`config.mk`:
```
export PLATFORM = sky130hd
export DESIGN_NAME = x_dl_sequencer
export DESIGN_NICKNAME = d
export VERILOG_FILES = /design/src/rtl/x_dl_pkg.sv /design/src/rtl/x_dl_edge_decode.sv /design/src/rtl/x_dl_sequencer.sv
export SDC_FILE = /design/constraint.sdc
export NUM_CORES = 1
export LEC_CHECK = 0
export CORE_ASPECT_RATIO = 1.1
export CORE_MARGIN = 4
export CORE_UTILIZATION = 50
export CTS_BUF_LIST = sky130_fd_sc_hd__clkbuf_8 sky130_fd_sc_hd__clkbuf_16
export DETAILED_ROUTE_END_ITERATION = 12
export PLACE_DENSITY = 0.83
export SLEW_MARGIN = 25
export SYNTH_ARGS = -nofsm -noshare
export SYNTH_HDL_FRONTEND = slang
export SYNTH_HIERARCHICAL = 1
export SYNTH_SLANG_ARGS = --single-unit
```
`constraint.sdc`:
```
create_clock -name i_clk -period 2.9 [get_ports i_clk]
set_input_delay 0.58 -clock i_clk [delete_from_list [all_inputs] [get_ports i_clk]]
set_output_delay 0.58 -clock i_clk [all_outputs]
set_load 0.02 [all_outputs]
```
`src/rtl/x_dl_pkg.sv`:
```
// Shared types and constants for the delay-line measurement sequencer.
package x_dl_pkg;

  typedef enum logic [1:0] {
    ST_IDLE,
    ST_FLUSH,
    ST_RUN,
    ST_DONE
  } state_e;

  localparam logic [31:0] DL_POL = 32'hAAAA_AAAA;

  localparam int EDGE_W = 6;
  localparam int SUM_W  = 14;
  localparam int BUB_W  = 9;

endpackage

```
`src/rtl/x_dl_edge_decode.sv`:
```
// Snapshot normaliser: thermometer edge position plus bubble flag.
module x_dl_edge_decode
  import x_dl_pkg::*;
#(
  parameter int W = 32
) (
  input  logic [W-1:0]      i_data,
  output logic [EDGE_W-1:0] o_edge,
  output logic              o_bubble
);

  localparam logic [W-1:0] POL = W'(DL_POL);

  logic [W-1:0] n;
  logic         seen0;

  assign n = i_data ^ POL;

  // Ones below the first zero give the edge; any one above it is a bubble.
  always_comb begin
    o_edge   = '0;
    o_bubble = 1'b0;
    seen0    = 1'b0;
    for (int i = 0; i < W; i++) begin
      if (!seen0) begin
        if (n[i]) begin
          o_edge = EDGE_W'(i + 1);
        end else begin
          seen0 = 1'b1;
        end
      end else if (n[i]) begin
        o_bubble = 1'b1;
      end
    end
  end

endmodule

```
`src/rtl/x_dl_sequencer.sv`:
```
// Batch sequencer: flush, accumulate min/max/sum/bubbles over 2^N
// delay-line samples, then hold the result for a valid/ack readout.
module x_dl_sequencer
  import x_dl_pkg::*;
#(
  parameter int W     = 32,
  parameter int FLUSH = 2,
  parameter int MAXL  = 8
) (
  input  logic              i_clk,
  input  logic              i_rst,
  input  logic [W-1:0]      i_data,
  input  logic              i_start,
  input  logic [3:0]        i_log2n,
  input  logic              i_abort,
  input  logic              i_ack,
  output logic              o_busy,
  output logic              o_valid,
  output logic [EDGE_W-1:0] o_min,
  output logic [EDGE_W-1:0] o_max,
  output logic [EDGE_W-1:0] o_mean,
  output logic [SUM_W-1:0]  o_sum,
  output logic [BUB_W-1:0]  o_bubbles
);

  localparam int CNT_W = MAXL + 1;
  localparam logic [CNT_W-1:0] FLUSH_LAST = CNT_W'(FLUSH - 1);

  state_e             state_q, state_d;
  logic [CNT_W-1:0]   cnt_q, cnt_d;
  logic [3:0]         log2_q, log2_d;
  logic [SUM_W-1:0]   sum_q, sum_d;
  logic [EDGE_W-1:0]  min_q, min_d;
  logic [EDGE_W-1:0]  max_q, max_d;
  logic [EDGE_W-1:0]  mean_q, mean_d;
  logic [BUB_W-1:0]   bub_q, bub_d;

  logic [EDGE_W-1:0]  edge_pos;
  logic               bubble;
  logic [3:0]         log2_clamp;
  logic [CNT_W-1:0]   run_last;

  x_dl_edge_decode #(
    .W(W)
  ) u_dec (
    .i_data  (i_data),
    .o_edge  (edge_pos),
    .o_bubble(bubble)
  );

  assign log2_clamp = (i_log2n > 4'(MAXL)) ? 4'(MAXL) : i_log2n;
  assign run_last   = CNT_W'((32'd1 << log2_q) - 32'd1);

  always_ff @(posedge i_clk or posedge i_rst) begin
    if (i_rst) begin
      state_q <= ST_IDLE;
      cnt_q   <= '0;
      log2_q  <= '0;
      sum_q   <= '0;
      min_q   <= '0;
      max_q   <= '0;
      mean_q  <= '0;
      bub_q   <= '0;
    end else begin
      state_q <= state_d;
      cnt_q   <= cnt_d;
      log2_q  <= log2_d;
      sum_q   <= sum_d;
      min_q   <= min_d;
      max_q   <= max_d;
      mean_q  <= mean_d;
      bub_q   <= bub_d;
    end
  end

  always_comb begin
    state_d = state_q;
    cnt_d   = cnt_q;
    log2_d  = log2_q;
    sum_d   = sum_q;
    min_d   = min_q;
    max_d   = max_q;
    mean_d  = mean_q;
    bub_d   = bub_q;
    unique case (state_q)
      ST_IDLE: begin
        if (i_start) begin
          state_d = ST_FLUSH;
          cnt_d   = '0;
          log2_d  = log2_clamp;
          sum_d   = '0;
          bub_d   = '0;
          min_d   = '1;
          max_d   = '0;
        end
      end
      ST_FLUSH: begin
        if (i_abort) begin
          state_d = ST_IDLE;
        end else if (cnt_q == FLUSH_LAST) begin
          state_d = ST_RUN;
          cnt_d   = '0;
        end else begin
          cnt_d = cnt_q + 1'b1;
        end
      end
      ST_RUN: begin
        if (i_abort) begin
          state_d = ST_IDLE;
        end else begin
          sum_d = sum_q + SUM_W'(edge_pos);
          bub_d = bub_q + BUB_W'(bubble);
          cnt_d = cnt_q + 1'b1;
          if (edge_pos < min_q) min_d = edge_pos;
          if (edge_pos > max_q) max_d = edge_pos;
          // Mean uses the sum including this final sample.
          if (cnt_q == run_last) begin
            state_d = ST_DONE;
            mean_d  = EDGE_W'(sum_d >> log2_q);
          end
        end
      end
      ST_DONE: begin
        if (i_ack) state_d = ST_IDLE;
      end
      default: state_d = ST_IDLE;
    endcase
  end

  assign o_busy    = (state_q == ST_FLUSH) || (state_q == ST_RUN);
  assign o_valid   = (state_q == ST_DONE);
  assign o_min     = min_q;
  assign o_max     = max_q;
  assign o_mean    = mean_q;
  assign o_sum     = sum_q;
  assign o_bubbles = bub_q;

endmodule

```
==> results.json <==
{
  "status": "complete, but fails checks",
  "violations": "negative setup slack",
  "dieArea_mm2": 0.01231,
  "synth_adder_area_share_pct": 6.753,
  "grt-ovfl-total": 0,
  "die_y_um": 116.0,
  "fin_setup_tns_ns": -22.75,
  "cts.clk_slew.worst_paths_ns": 0.07,
  "vias": 6932,
  "gp_congestion": 0.9574,
  "period_minus_slack_ns": 4.229,
  "h-tree-depth": 2,
  "synth_top_family_by_area": "simple AND/OR/NAND/NOR gates",
  "start_util_pct": 50.98,
  "switching_power_mw": 2.092,
  "area_growth_pct": 52.47,
  "p_int_mw": 2.357,
  "clock_power_share_pct": 15.7,
  "coreArea_mm2": 0.01039,
  "top_layer_used": "met4",
  "worstPathRequired_ns": 3.12,
  "fp.dieW_um": 106.2,
  "syn-cell-area_mm2": 0.005299,
  "synthMuxAreaShare_pct": 2.928,
  "powerDensity_mw_per_mm2": 550.7,
  "cts_sinks": 56,
  "rsz0062_at_grt": "true",
  "synthFlopType": "dfrtp_1",
  "grt_pass1_vias": 6452,
  "synthSimpleGateAreaFrac_pct": 28.08,
  "layout_setup_ws_ns": -1.329,
  "cp_max_fo": 4,
  "instances_no_fill": 1005,
  "syn_nets": 714,
  "setup_violations": 36,
  "combPwrFrac_pct": 61.9,
  "p_seq_share_pct": 22.4,
  "ir_drop_mv": 0.3959,
  "nFillCells": 595,
  "wl_met3_um": 2485,
  "crit_type": "in2reg",
  "drive_gt1_share_pct": 34.11,
  "clock_path_buffers": 2,
  "ys_seq_area_share_pct": 26.45,
  "skew_ns": 0.005818,
  "start_kind": "input port",
  "tritoncts": "yes",
  "yosysWarnings": 6,
  "cts_root_buf": "clkbuf_16",
  "cap_violations": 0,
  "antenna_cells": 0,
  "synth_xor_area_share_pct": 3.140,
  "synth_edf_count": 0,
  "maxClockFrequency_mhz": 236.5,
  "switching_share_pct": 47.01,
  "drc": 0,
  "first_iter_violations": 838,
  "nets": 930,
  "grt_usage_pct": 31.38,
  "io_buffers": 83,
  "place_inst": 964,
  "relSlewSlack_pct": 43.67,
  "m1WireLength_um": 7592,
  "drv_slew": 0,
  "drt-vias-per-instance": 6.898,
  "antenna_found_initial": 0,
  "firstDrtPassIters": 8,
  "hp-class": "reg2reg",
  "grt_pass1_wl_um": 31570,
  "hold_violations": 0,
  "arrival_ns": 4.45,
  "synth_compound_area_share_pct": 26.56,
  "cp-end-kind": "register",
  "async_flop_share_pct": 100.0,
  "hold_ws_ns": 0.5556,
  "synthDistinctLibCells": 92,
  "worstMarginPinSlew_ns": 0.8394,
  "p_leak_nw": 3.512,
  "pin_count": 84,
  "dp_hpwl_um": 13040,
  "wl_um": 23460,
  "post-route-period-util_pct": 145.8,
  "ant_nets": 0,
  "fp-row-count": 39,
  "grt_max_degree": 32,
  "synth_cells": 645,
  "wl_met2_um": 11330,
  "cts_made_buffers": 5,
  "synth.avg_cell_area_um2": 8.215,
  "clkLatencyLatePin_ns": 0.30,
  "wl_per_cell_um": 23.34,
  "ys_ff_latch": 56
}
[path summary, 6_finish.rpt]
| kind | start | end | slack, ns | cells past startpoint |
|---|---|---|---|---|
| min in group asynchronous | i_rst | o_max[5]$_DFFE_PP0P_ | 0.69 | 2 |
| max in group asynchronous | i_rst | o_sum[6]$_DFFE_PP0P_ | 1.49 | 3 |
| max | i_data[14] | o_mean[4]$_DFFE_PP0P_ | -1.33 | 19 |
| min reg2reg | o_mean[5]$_DFFE_PP0P_ | o_mean[5]$_DFFE_PP0P_ | 0.56 | 2 |
| min | o_mean[5]$_DFFE_PP0P_ | o_mean[5]$_DFFE_PP0P_ | 0.56 | 2 |
| max reg2reg | log2_q[0]$_DFFE_PP0P_ | o_mean[1]$_DFFE_PP0P_ | -0.10 | 11 |
[stage by stage]
| stage | util, % | instance area [um2] | setup slack, ns | total power [mW] |
|---|---|---|---|---|
| 3_3_place_gp | 67.88 | 7056 | -1.578 | 3.175 |
| 3_5_place_dp | 67.88 | 7056 | -1.686 | 3.264 |
| 2_1_floorplan | - | 5321 | -1.081 | 2.496 |
| 6_report | 77.73 | 8079 | -1.329 | 4.449 |
| 5_1_grt | 77.73 | 8079 | -1.651 | 4.658 |
| 4_1_cts | 73.94 | 7685 | -1.047 | 4.125 |
[cell usage after synthesis (10+ instances only)]
| cell type | number | share of area (%) |
|---|---|---|
| inv_1 | 36 | 2.6 |
| nand2b_1 | 27 | 3.2 |
| ha_1 | 27 | 6.4 |
| nor2_1 | 48 | 3.4 |
| dfrtp_1 | 56 | 26 |
| nand2_1 | 66 | 4.7 |
| nand3_1 | 21 | 2.0 |
| a21o_1 | 10 | 1.4 |
| o21ai_0 | 53 | 5.0 |
| o211ai_1 | 10 | 1.4 |
| a21oi_1 | 42 | 4.0 |
| nor3_1 | 13 | 1.2 |
| clkbuf_1 | 14 | 0.99 |
| xor2_1 | 11 | 1.8 |
| mux2i_1 | 11 | 2.1 |
[placed cells by master, fill, tap and decap left out, drive strengths merged, types with 10 or more instances in the layout]
cell type,count
nor3,13
xor2,11
clkdlybuf4s50,55
inv,37
dlygate4sd2,10
nand3,24
a21o,10
clkbuf,10
mux2i,11
o21ai,55
buf,160
o211ai,11
a21oi,43
nor2,49
dfrtp,56
nand2b,27
nand2,67
ha,27
[sequential cells by signal, indices dropped and copies added (netlist names)]
register and count:
o_sum 14, cnt_q 9, o_bubbles 9, o_max 6, o_mean 6, o_min 6, log2_q 4, state_q 2
[area by class of cell]
class | instances | area [um2] | share of cell area [%]
repair buffers | 236 | 2018 | 24.98
multi-input cells | 523 | 4170 | 51.62
clock inverters | 3 | 38.79 | 0.4801
clock buffers | 5 | 125.1 | 1.549
well taps | 143 | 178.9 | 2.215
flip-flops and latches | 56 | 1401 | 17.35
inverters | 39 | 146.4 | 1.812
[logic make-up after synthesis]
kind of cell	Yosys count
DFF	56
and+or+nand+nor	259
xor gates and xnor gates	19
AOI/OAI and AO/OA	203
muxes	14
adders and majority gates	28
buffers and inverters	66
[power groups by stage]
stage	combinational, mW	clock, mW	sequential [mW]
global route	2.92	0.741	1.00
CTS	2.45	0.700	0.972
floorplan	1.47	0	1.03
global placement	2.20	0	0.980
finish	2.75	0.700	0.995
detailed placement	2.28	0	0.985
[routing by layer]
layer	vias up	GRT usage [%]
li1	2836	-
met2	666	56.40
met3	221	6.072
met4	0	17.96
met5	-	0
met1	3209	34.75
[worst max-delay path, cell delays in order]
cell             delay (ns)
clkdlybuf4s15_1        0.35
nor4bb_4               0.36
nand2_1                0.14
a2111o_1               0.42
o211ai_1               0.17
a21oi_4                0.11
ha_4                   0.18
buf_6                  0.12
a211oi_4               0.28
buf_6                  0.17
buf_6                  0.10
buf_6                  0.10
nor4_4                 0.04
nor3b_1                0.35
buf_4                  0.20
o31ai_1                0.10
a211oi_1               0.35
nor2_1                 0.11
o211ai_1               0.19
[repair_timing]
action                     CTS  global route
resized for setup          136            78
setup buffers               24            14
hold buffers                 0             0
pin swaps                   53            61
setup endpoints to repair   39            36
Power figures use the tool's default switching activity.
